<file path="config.mk">
export PLATFORM = sky130hd
export DESIGN_NAME = sa_output_collector_flat
export DESIGN_NICKNAME = d
export VERILOG_FILES = /design/src/rtl/sa_output_collector_if.sv /design/src/rtl/sa_output_collector.sv /design/src/flat_wrapper.sv
export SDC_FILE = /design/constraint.sdc
export NUM_CORES = 1
export LEC_CHECK = 0
export ABC_CLOCK_PERIOD_IN_PS = 2050
export CAP_MARGIN = 30
export CORE_AREA = 5 5 103 105
export CTS_CLUSTER_DIAMETER = 30
export DETAILED_ROUTE_END_ITERATION = 8
export DIE_AREA = 0 0 108 110
export HOLD_SLACK_MARGIN = 0.15
export PLACE_DENSITY = 0.68
export SETUP_SLACK_MARGIN = 0.5
export SLEW_MARGIN = 20
export SYNTH_ARGS = -nofsm -noshare
export SYNTH_HDL_FRONTEND = slang
export SYNTH_SLANG_ARGS = --single-unit
</file>
<file path="constraint.sdc">
create_clock -name clk -period 2.05 [get_ports clk]
set_input_delay 0.3075 -clock clk [delete_from_list [all_inputs] [get_ports clk]]
set_output_delay 0.3075 -clock clk [all_outputs]
set_load 0.05 [all_outputs]
</file>
<file path="src/rtl/sa_output_collector_if.sv">
// Bus between the systolic array, the output collector and its consumer.
// Handshake: the collector presents m_valid/m_data/m_row_idx/m_last. A beat
// transfers on a rising edge where m_valid && m_ready. While m_valid=1 and
// m_ready=0 the payload holds stable, and m_valid only falls after a transfer.
// m_ready may depend on m_valid; m_valid never depends on m_ready.
// sa_output_valid has no ready: the array cannot stall.
interface sa_output_collector_if #(
  parameter int SA_SIZE                = 3,
  parameter int WEIGHT_ACTIVATION_SIZE = 8,
  parameter int DEPTH                  = 4,
  parameter int ROWS_PER_TILE          = 4
);
  localparam int RIDX_W = (ROWS_PER_TILE > 1) ? $clog2(ROWS_PER_TILE) : 1;
  localparam int LVL_W  = $clog2(DEPTH) + 1;

  logic [SA_SIZE-1:0][WEIGHT_ACTIVATION_SIZE-1:0] sa_outputs;
  logic                                           sa_output_valid;
  logic                                           m_valid;
  logic                                           m_ready;
  logic [SA_SIZE-1:0][WEIGHT_ACTIVATION_SIZE-1:0] m_data;
  logic [RIDX_W-1:0]                              m_row_idx;
  logic                                           m_last;
  logic [LVL_W-1:0]                               level;
  logic                                           overflow;

  // Collector side.
  modport master (
    input  sa_outputs, sa_output_valid, m_ready,
    output m_valid, m_data, m_row_idx, m_last, level, overflow
  );

  // Array plus consumer side.
  modport slave (
    output sa_outputs, sa_output_valid, m_ready,
    input  m_valid, m_data, m_row_idx, m_last, level, overflow
  );
endinterface

</file>
<file path="src/rtl/sa_output_collector.sv">
// Output collector for the systolic array: tags each valid output vector
// with its row index inside the tile, buffers it in a show-ahead FIFO and
// flags (sticky) any vector dropped because the FIFO was full.
module sa_output_collector #(
  parameter int SA_SIZE                = 3,
  parameter int WEIGHT_ACTIVATION_SIZE = 8,
  parameter int DEPTH                  = 4,
  parameter int ROWS_PER_TILE          = 4
) (
  input logic                   clk,
  input logic                   resetn,
  sa_output_collector_if.master bus
);
  localparam int PTR_W  = $clog2(DEPTH);
  localparam int RIDX_W = (ROWS_PER_TILE > 1) ? $clog2(ROWS_PER_TILE) : 1;
  localparam int LVL_W  = $clog2(DEPTH) + 1;

  localparam logic [LVL_W-1:0]  LVL_FULL = LVL_W'(DEPTH);
  localparam logic [RIDX_W-1:0] ROW_LAST = RIDX_W'(ROWS_PER_TILE - 1);

  typedef struct packed {
    logic [SA_SIZE-1:0][WEIGHT_ACTIVATION_SIZE-1:0] vec;
    logic [RIDX_W-1:0]                              row_idx;
  } entry_t;

  // Storage is deliberately not reset; occupancy alone decides validity.
  entry_t mem_q [DEPTH];

  logic [PTR_W-1:0]  wr_ptr_q,   wr_ptr_d;
  logic [PTR_W-1:0]  rd_ptr_q,   rd_ptr_d;
  logic [LVL_W-1:0]  level_q,    level_d;
  logic [RIDX_W-1:0] row_q,      row_d;
  logic              overflow_q, overflow_d;

  logic push;
  logic pop;
  logic drop;

  // Handshake decode: a full FIFO still accepts when the head leaves this cycle.
  always_comb begin
    pop  = (level_q != '0) && bus.m_ready;
    push = bus.sa_output_valid && ((level_q < LVL_FULL) || pop);
    drop = bus.sa_output_valid && !push;
  end

  // Next-state for pointers, occupancy, row counter and overflow flag.
  always_comb begin
    wr_ptr_d   = wr_ptr_q;
    rd_ptr_d   = rd_ptr_q;
    level_d    = level_q;
    row_d      = row_q;
    overflow_d = overflow_q;

    if (push) wr_ptr_d = wr_ptr_q + PTR_W'(1);
    if (pop)  rd_ptr_d = rd_ptr_q + PTR_W'(1);

    case ({push, pop})
      2'b10:   level_d = level_q + LVL_W'(1);
      2'b01:   level_d = level_q - LVL_W'(1);
      default: level_d = level_q;
    endcase

    // Dropped rows still consume an index so the consumer can see the gap.
    if (bus.sa_output_valid) begin
      if (row_q == ROW_LAST) row_d = '0;
      else                   row_d = row_q + RIDX_W'(1);
    end

    if (drop) overflow_d = 1'b1;
  end

  // Control state, cleared asynchronously.
  always_ff @(posedge clk or negedge resetn) begin
    if (!resetn) begin
      wr_ptr_q   <= '0;
      rd_ptr_q   <= '0;
      level_q    <= '0;
      row_q      <= '0;
      overflow_q <= 1'b0;
    end else begin
      wr_ptr_q   <= wr_ptr_d;
      rd_ptr_q   <= rd_ptr_d;
      level_q    <= level_d;
      row_q      <= row_d;
      overflow_q <= overflow_d;
    end
  end

  // Entry write: vector is tagged with the row index current at capture.
  always_ff @(posedge clk) begin
    if (push) begin
      mem_q[wr_ptr_q].vec     <= bus.sa_outputs;
      mem_q[wr_ptr_q].row_idx <= row_q;
    end
  end

  // Show-ahead outputs straight from the head entry and registered state.
  always_comb begin
    bus.m_valid   = (level_q != '0);
    bus.m_data    = mem_q[rd_ptr_q].vec;
    bus.m_row_idx = mem_q[rd_ptr_q].row_idx;
    bus.m_last    = (mem_q[rd_ptr_q].row_idx == ROW_LAST);
    bus.level     = level_q;
    bus.overflow  = overflow_q;
  end
endmodule
</file>
<file path="src/flat_wrapper.sv">
// flat-port wrapper written by rule: the top's interface ports become plain ports
module sa_output_collector_flat 
#(
  parameter int SA_SIZE                = 3,
  parameter int WEIGHT_ACTIVATION_SIZE = 8,
  parameter int DEPTH                  = 4,
  parameter int ROWS_PER_TILE          = 4
)
  (clk, resetn, bus_sa_outputs, bus_sa_output_valid, bus_m_ready, bus_m_valid, bus_m_data, bus_m_row_idx, bus_m_last, bus_level, bus_overflow);
  sa_output_collector_if #(.SA_SIZE(SA_SIZE), .WEIGHT_ACTIVATION_SIZE(WEIGHT_ACTIVATION_SIZE), .DEPTH(DEPTH), .ROWS_PER_TILE(ROWS_PER_TILE)) bus_i ();
  input logic clk;
  input logic resetn;
  input wire logic [$bits(bus_i.sa_outputs)-1:0] bus_sa_outputs;
  input wire logic [$bits(bus_i.sa_output_valid)-1:0] bus_sa_output_valid;
  input wire logic [$bits(bus_i.m_ready)-1:0] bus_m_ready;
  output wire logic [$bits(bus_i.m_valid)-1:0] bus_m_valid;
  output wire logic [$bits(bus_i.m_data)-1:0] bus_m_data;
  output wire logic [$bits(bus_i.m_row_idx)-1:0] bus_m_row_idx;
  output wire logic [$bits(bus_i.m_last)-1:0] bus_m_last;
  output wire logic [$bits(bus_i.level)-1:0] bus_level;
  output wire logic [$bits(bus_i.overflow)-1:0] bus_overflow;
  assign bus_i.sa_outputs = bus_sa_outputs;
  assign bus_i.sa_output_valid = bus_sa_output_valid;
  assign bus_i.m_ready = bus_m_ready;
  assign bus_m_valid = bus_i.m_valid;
  assign bus_m_data = bus_i.m_data;
  assign bus_m_row_idx = bus_i.m_row_idx;
  assign bus_m_last = bus_i.m_last;
  assign bus_level = bus_i.level;
  assign bus_overflow = bus_i.overflow;
  sa_output_collector #(.SA_SIZE(SA_SIZE), .WEIGHT_ACTIVATION_SIZE(WEIGHT_ACTIVATION_SIZE), .DEPTH(DEPTH), .ROWS_PER_TILE(ROWS_PER_TILE)) u_core (.clk(clk), .resetn(resetn), .bus(bus_i));
endmodule
</file>
-- After elaboration in Yosys (flattened, before gate mapping)
Memory sizes are Yosys's and may differ from the RTL's.
Index checks and enable logic that the tools add are counted.
W data, S select, Z words.
- word-level logic and storage cells: 27
- input bits: 28
- memories kept: 1
- RAM bits: 104
- output and inout port bits: 32
- flip-flop bits (word level): 10
- memories (memory ; depth ; bits a word ; read ports ; clocked after memory_dff ; write ports ; line ; RTL):
    u_core.mem_q ; 4 ; 26 ; 1 ; 0 ; 1 ; sa_output_collector.sv:27 ; entry_t mem_q [DEPTH];
- add/subtract/negate cells: 5
- muxes and demuxes: 4
- reductions and logical operators: 7
- order comparisons: 1
- eq/ne operators: 4
- operator list (kind ; count):
    $add A2 B1 Y2 const B ; 3
    $eq A2 B2 Y1 const B ; 3
    $pmux W3 S2 ; 1
    $add A3 B1 Y3 const B ; 1
    $logic_and A1 B1 Y1 ; 3
    $lt A3 B3 Y1 const B ; 1
    $reduce_bool A3 Y1 ; 1
    $sub A3 B1 Y3 const B ; 1
    $eq A2 B1 Y1 const B ; 1
    $mux W1 ; 2
    $mux W2 ; 1
    $reduce_bool A2 Y1 ; 1
    $logic_not A1 Y1 ; 1
    $logic_or A1 B1 Y1 ; 1

-- Depth between registers and ports, before layout
Gate-level depths: netlist (run 1).
- word-level depth: 6
- depth in mapped cells: 9
- gate-level depth less buffers: 9

-- Least setup slack after synthesis (run 1)
No wires, ideal clock.
- path type: register to register
- from: register u_core.level_q[2], in the netlist u_core.bus.level[2]
- to: register u_core.level_q[2], in the netlist u_core.bus.level[2]
- cell stages (with the launch flop): 10
- path buffers: 0
- data arrival time: 2.088 ns
- library setup time: 0.082 ns
- period minus slack after synthesis: 2.170 ns
- slack: -0.120 ns
- cells stage by stage: dfrtp_1 > nand2b_1 > and2_1 > inv_1 > ha_1 > inv_1 > fa_1 > xor2_1 > nor2_1 > xor2_1
- word-level cells in the longest chain between the ends: 6
- elaborated cells between the ends (all ways): 11
- those cells by class: add/sub (2); order compare (1); eq/ne (2); mux (1); reduce/logical (5)
- RTL lines (item ; line ; RTL):
    start, declared ; sa_output_collector.sv:31 ; logic [LVL_W-1:0] level_q, level_d;
    start signal, assigned ; sa_output_collector.sv:83 ; level_q <= level_d;
    branches (longest 6 deep; another with $lt A3 B3 Y1) ; -- ;
Several ways; the timed one is not identified.
A chain may end at the register's enable or synchronous reset.

-- Worst setup path after layout (run 1)
- from: register u_core.rd_ptr_q[0]
- to: output bus_m_data[12]
- word-level cells in the longest chain between the ends: 1
- RTL lines (item ; line ; RTL):
    start, declared ; sa_output_collector.sv:30 ; logic [PTR_W-1:0] rd_ptr_q, rd_ptr_d;
    start signal, assigned ; sa_output_collector.sv:82 ; rd_ptr_q <= rd_ptr_d;
    $mem_v2 Z4 W26 ; -- ;
    end, declared ; flat_wrapper.sv:17 ; output wire logic [$bits(bus_i.m_data)-1:0] bus_m_data;
Every way passes these cells.

==> impl_metrics.yaml, run 1 <==
run_status:
  status: "finished with violations"
  violations: "setup timing"
placed_design:
  io_buffers: 59
  dpl_cell_area_sq_um: 5560
  dp_hpwl_um: 5070
  place.gp.congestion: 0.693
timing:
  setup_viol: 27
  max_freq_mhz: 456
  fin_crit_sh: 1.07
  timing.final.ws_setup_ns: -0.143
  fin_crit_ns: 2.19
  slew_headroom: 0.683
  hold_viol_final: 0
  tightest_slew_ns: 0.475
  rsz0062_at_grt: "yes"
  tns_ns: -3.25
  maxSlewViolCount: 0
  fin_skew_ns: 0.00638
grt:
  grt_pass1_vias: 2416
  track_usage: 0.146
  grt_antenna_before_repair: 0
  grt_pass1_wl_um: 12500
  grt_overflow_total: 0
  grt_max_degree: 17
cells_and_area:
  seq_area_sq_um: 3380
  final_core_utilization: 0.662
  nNetsFinal: 320
  area_delta_synth_final_pct: 46.9
  multi_input_area_sq_um: 888
  antennaDiodeCount: 0
  fin_area_sq_um: 6320
  fill_cells: 654
  layout-drive-gt1-share: 0.446
detailed_routing:
  drtAntennaViolNets: 0
  routed_wl_um: 7980
  wire_per_inst_um: 18.5
  firstDrtPassIters: 4
  drt_iter0_drc: 73
  drc_errors: 0
  via_per_inst: 4.85
  via_count: 2091
power:
  p_per_area_nw_per_um2: 1810
  p_total_uw: 11400
  p_leak_uw: 0.00227
  ir_drop_uv: 963
yosys:
  syn_area_per_cell_sq_um: 23.4
  synth_top_area_share: 0.726
  synth_top_area_cell: "edfxtp_1"
  ys_warn_count: 0
  syn-num-nets: 219
  netlist_instances: 184
  synth.area.top_cells: "edfxtp_1 73%, mux4_2 13%, dfrtp_1 5.8%"
  ys_seq_area_frac: 0.784
  synth_area_sq_um: 4300
  ys_ff_latch: 114
  synth_cell_type_count: 25
clock_network:
  clkLatencyLatePin_ns: 0.49
  htree_levels: 4
  cts_tree: "yes"
  cts_max_path_buffers: 2
  root_buffer: "clkbuf_8"
  clk_pin_slew_ns: 0.06
  cts_sinks: 114
  cts_made_buffers: 17
setup_path:
  crit_path_start_kind: "register"
  slowest_delay_ns: 0.55
  worstSetupPathType: "reg -> out"
  crit_path_cell_trace: "buf_12, buf_16, mux4_2, buf_12"
  cp_data_arrival_time_ns: 1.89
  endpoint_kind: "output pin"
  cp_max_fo: 7
  cp_top_family: "multiplexers"
  required_ns: 1.74
  critPathMostFrequentCell: "buf_12"
  slowest_stage: "mux4_2"
  cp_num_buf_inv: 3
run:
  max_cap_viol_count: 0
floorplan:
  die_w_um: 108
  rows: 36
  die-area_sq_um: 11900
  fp.dieH_um: 110
  initial_core_util: 0.451
  ios: 60
  design.core.area_sq_um: 9550
min_path:
  hold_path_class: "in -> reg"
[cells in the mapped netlist, drive strengths merged]
library cell	count
xor2	3
dfrtp	10
buf	6
xnor2	3
mux4	26
o21bai	1
or3	1
o21ai	1
and2	2
edfxtp	104
mux2	1
ha	6
o31a	1
fa	1
nand2	1
inv	7
mux2i	1
and3	4
nor2	1
nor3	1
nand3	1
nand2b	1
a21o	1
[area by class of cell]
cell class | instances | share of cell area
clock buffers | 18 | 0.0661
repair buffers | 88 | 0.198
multi-input cells | 57 | 0.141
flip-flops and latches | 114 | 0.535
clock inverters | 14 | 0.0299
inverters | 7 | 0.00416
well taps | 133 | 0.0263
[per-layer routing]
| layer | wire, um | up-vias | global-route usage |
|---|---|---|---|
| li1 | - | 962 | - |
| met5 | 0 | - | 0 |
| met1 | 3270 | 1070 | 0.174 |
| met4 | 42 | 0 | 0.0514 |
| met3 | 449 | 8 | 0.0518 |
| met2 | 4220 | 51 | 0.247 |
[report_power, final]
| part | internal [uW] | leakage (uW) | switching [uW] |
|---|---|---|---|
| clock | 1960 | 0.000280 | 985 |
| combinational | 2620 | 0.000924 | 2620 |
| sequential | 3040 | 0.00106 | 197 |
| total | 7630 | 0.00227 | 3800 |
[timing repair]
action,4_1_cts,5_1_grt
cloned,2,0
pin swaps,2,1
setup endpoints to repair,34,31
hold buffers,1,0
setup buffers,7,2
resized for setup,33,3
hold endpoints to repair,10,0
[flip-flops by register name, indices dropped and copies added, names as in the netlist]
name and count:
u_core.bus.overflow 1, u_core.bus.level 3, u_core.rd_ptr_q 2, u_core.row_q 2, u_core.wr_ptr_q 2, u_core.mem_q 104
[stage by stage]
step / instances / setup slack, ns / hold WS [ns]
floorplan: 184 / 0.226 / 0.0119
CTS: 429 / -0.161 / 0.431
global placement: 387 / 0.0156 / 0.482
detailed placement: 387 / -0.0440 / 0.484
finish: 431 / -0.143 / 0.450
global route: 431 / -0.208 / 0.439
[cell families after synthesis]
| logic type | after synthesis | synth area share |
|---|---|---|
| xor+xnor | 6 | 0.0122 |
| flops | 114 | 0.784 |
| fa+ha+maj | 7 | 0.0221 |
| compound gates | 4 | 0.00669 |
| simple gates | 12 | 0.0157 |
| buf+inv | 13 | 0.0174 |
| mux | 28 | 0.142 |
[layout by cell type, fill, tap and decap left out, types with 2 or more instances in the layout]
cell             count
clkdlybuf4s50_1     27
xor2_1               3
inv_2                2
and2_4               2
clkinvlp_4           5
clkinv_2             2
clkinv_4             2
dfrtp_1              6
mux4_2              26
ha_1                 5
buf_4               15
dfrtp_2              4
edfxtp_1           104
buf_2                3
buf_16               3
clkbuf_16           16
xnor2_1              3
and3_2               4
bufinv_16            4
inv_1                5
buf_12              37
[path summary, 6_finish.rpt]
| kind | from | end | slack, ns | cells past startpoint |
|---|---|---|---|---|
| setup / recovery | u_core.rd_ptr_q[0] | bus_m_data[12] | -0.14 | 4 |
| hold reg to reg | u_core.bus.overflow | u_core.bus.overflow | 0.50 | 1 |
| setup reg to reg | u_core.bus.level[0] | u_core.bus.level[2] | 0.35 | 7 |
| hold / removal | bus_sa_outputs[7] | u_core.mem_q[2][9] | 0.45 | 1 |
| max in group asynchronous | resetn | u_core.rd_ptr_q[0] | 1.01 | 2 |
| min in group asynchronous | resetn | u_core.bus.overflow | 0.69 | 2 |
Power figures use the tool's default switching activity.
==> inputs of run 2 (changes only) <==
CORE_AREA = 5 5 98 100   (was 5 5 103 105)
DIE_AREA = 0 0 103 105   (was 0 0 108 110)
PLACE_DENSITY = 0.74   (was 0.68)
==> run 2 against run 1 <==
Effect of this change:
- the run still ends with setup timing left
- worst setup slack lost 0.0045 ns
- clock skew increased by 0.0017 ns
- register-to-register slack is essentially flat
- power fell by 1.6%
==> impl_metrics.yaml, run 2 (synthesis gave the netlist of run 1 again) <==
grt:
  grt_antenna_before_repair: 0
  track_usage: 0.163
  grt_pass1_wl_um: 12800
  grt_max_degree: 17
  grt_pass1_vias: 2324
  grt_overflow_total: 0
setup_path:
  rr_startpoint: "u_core.bus.level[2]"
  rrSetupSlack_ns: 0.36
  cp_max_fo: 10
  crit_path_start_kind: "register"
  cp_data_arrival_time_ns: 1.89
  crit_path_cell_trace: "buf_4, buf_12, mux4_2, buf_12"
  slowest_stage: "mux4_2"
  critPathMostFrequentCell: "buf_12"
  worst_r2r_path_depth: 9
  slowest_delay_ns: 0.56
  r2r-end: "u_core.bus.level[2]"
  required_ns: 1.74
  endpoint_kind: "output pin"
  worstSetupPathType: "reg -> out"
floorplan:
  rows: 34
  die_w_um: 103
  initial_core_util: 0.501
  die-area_sq_um: 10800
  ios: 60
  design.core.area_sq_um: 8590
  fp.dieH_um: 105
cells_and_area:
  largest_reg_flops: 104
  final_cells: 406
  regMostFlops: "u_core.mem_q"
  area_delta_synth_final_pct: 44.2
  layout_commonest_cell: "edfxtp_1"
  antennaDiodeCount: 0
  nNetsFinal: 320
  final_cell_mix: "104 x edfxtp_1, 33 x buf_12, 27 x clkdlybuf4s50_1, 26 x mux4_2, 18 x buf_4"
  layout-drive-gt1-share: 0.453
timing:
  setup_viol: 27
  tightest_slew_ns: 0.459
  rsz0062_at_grt: "yes"
  max_freq_mhz: 455
  slew_headroom: 0.693
  hold_viol_final: 0
  fin_crit_ns: 2.20
  fin_skew_ns: 0.00806
  worst_hold_slack_ns: 0.432
  maxSlewViolCount: 0
  timing.final.ws_setup_ns: -0.148
  fin_crit_sh: 1.07
detailed_routing:
  wire_per_inst_um: 19.7
  via_per_inst: 5.31
  drt_iter0_drc: 100
  routed_wl_um: 8010
  firstDrtPassIters: 4
  drtAntennaViolNets: 0
  via_count: 2155
  drc_errors: 0
clock_network:
  clk_pin_slew_ns: 0.06
  cts_tree: "yes"
  cts_sinks: 114
  cts_max_path_buffers: 2
  root_buffer: "clkbuf_8"
  cts_made_buffers: 17
  clkLatencyLatePin_ns: 0.51
  htree_levels: 4
min_path:
  hold_path_class: "in -> reg"
  holdPathStages: 1
  hold_end: "u_core.mem_q[2][12]"
  min_from: "bus_sa_outputs[10]"
power:
  p_per_area_nw_per_um2: 1810
  p_leak_uw: 0.00225
  ir_drop_uv: 1010
run:
  max_cap_viol_count: 0
placed_design:
  post-place-cells: 362
  place.gp.congestion: 0.699
  io_buffers: 59
  dp_hpwl_um: 5070
run_status:
  violations: "setup timing"
  status: "finished with violations"
run 2: cell count changes in the layout (fill, tap and decap cells not counted), moves of 2 or more:
cell,previous run,this run
buf_16,3,1
buf_4,15,18
bufinv_16,4,2
buf_6,0,4
inv_6,0,7
buf_12,37,33
clkinvlp_4,5,2
run 2: layout make-up:
class                      instances  area [sq um]
tap                              108           135
clock buffer                      17           414
fill                             518          2390
sequential                       114          3380
inverter                           7          28.8
timing repair buffer              88          1190
clock inverter                    15           170
multi-input combinational         57           888
run 2: repair_timing:
action,4_1_cts,5_1_grt
gates cloned,1,0
setup buffers,7,3
hold buffers,1,0
resized for setup,26,13
pin swaps,1,6
endpoints found under the hold margin,10,0
setup endpoints to repair,34,31
run 2: worst max-delay path: cells and delay by family (launching register included):
family,cells,cell delay [ns]
buffers and inverters,3,0.45
DFF,1,0.39
muxes,1,0.56
run 2: power breakdown:
part	internal, uW	switching (uW)
registers	3040	197
logic	2540	2610
clock network	1760	1100
run 2: per-layer routing:
metal	vias to the layer above	wire (um)	global-route usage
met5	-	0	0
met4	0	59	0.0555
met3	7	566	0.0613
met2	79	4050	0.248
met1	1112	3330	0.217
li1	957	-	-
run 2: metrics by stage:
stage	instance area [sq um]	TNS (ns)	total power, uW	setup WS (ns)	util
finish	6200	-3.44	11300	-0.148	0.722
floorplan	4350	0	5960	0.226	-
CTS	6150	-4.28	11300	-0.179	0.716
global placement	5490	0	8130	0.0156	0.638
detailed placement	5490	-0.0662	8200	-0.0662	0.638
global route	6200	-5.66	11700	-0.227	0.722
run 2: worst max path at each step:
stage	startpoint	to	slack, ns	depth (start not counted)
after floorplan	u_core.bus.level[2]	u_core.bus.level[2]	0.23	9
after global placement	bus_m_ready	u_core.bus.level[2]	0.02	10
after detailed placement	bus_m_ready	u_core.bus.level[2]	-0.07	10
after CTS	u_core.rd_ptr_q[0]	bus_m_data[7]	-0.18	4
after global routing	u_core.rd_ptr_q[0]	bus_m_data[21]	-0.23	4
final	u_core.rd_ptr_q[0]	bus_m_data[5]	-0.15	4
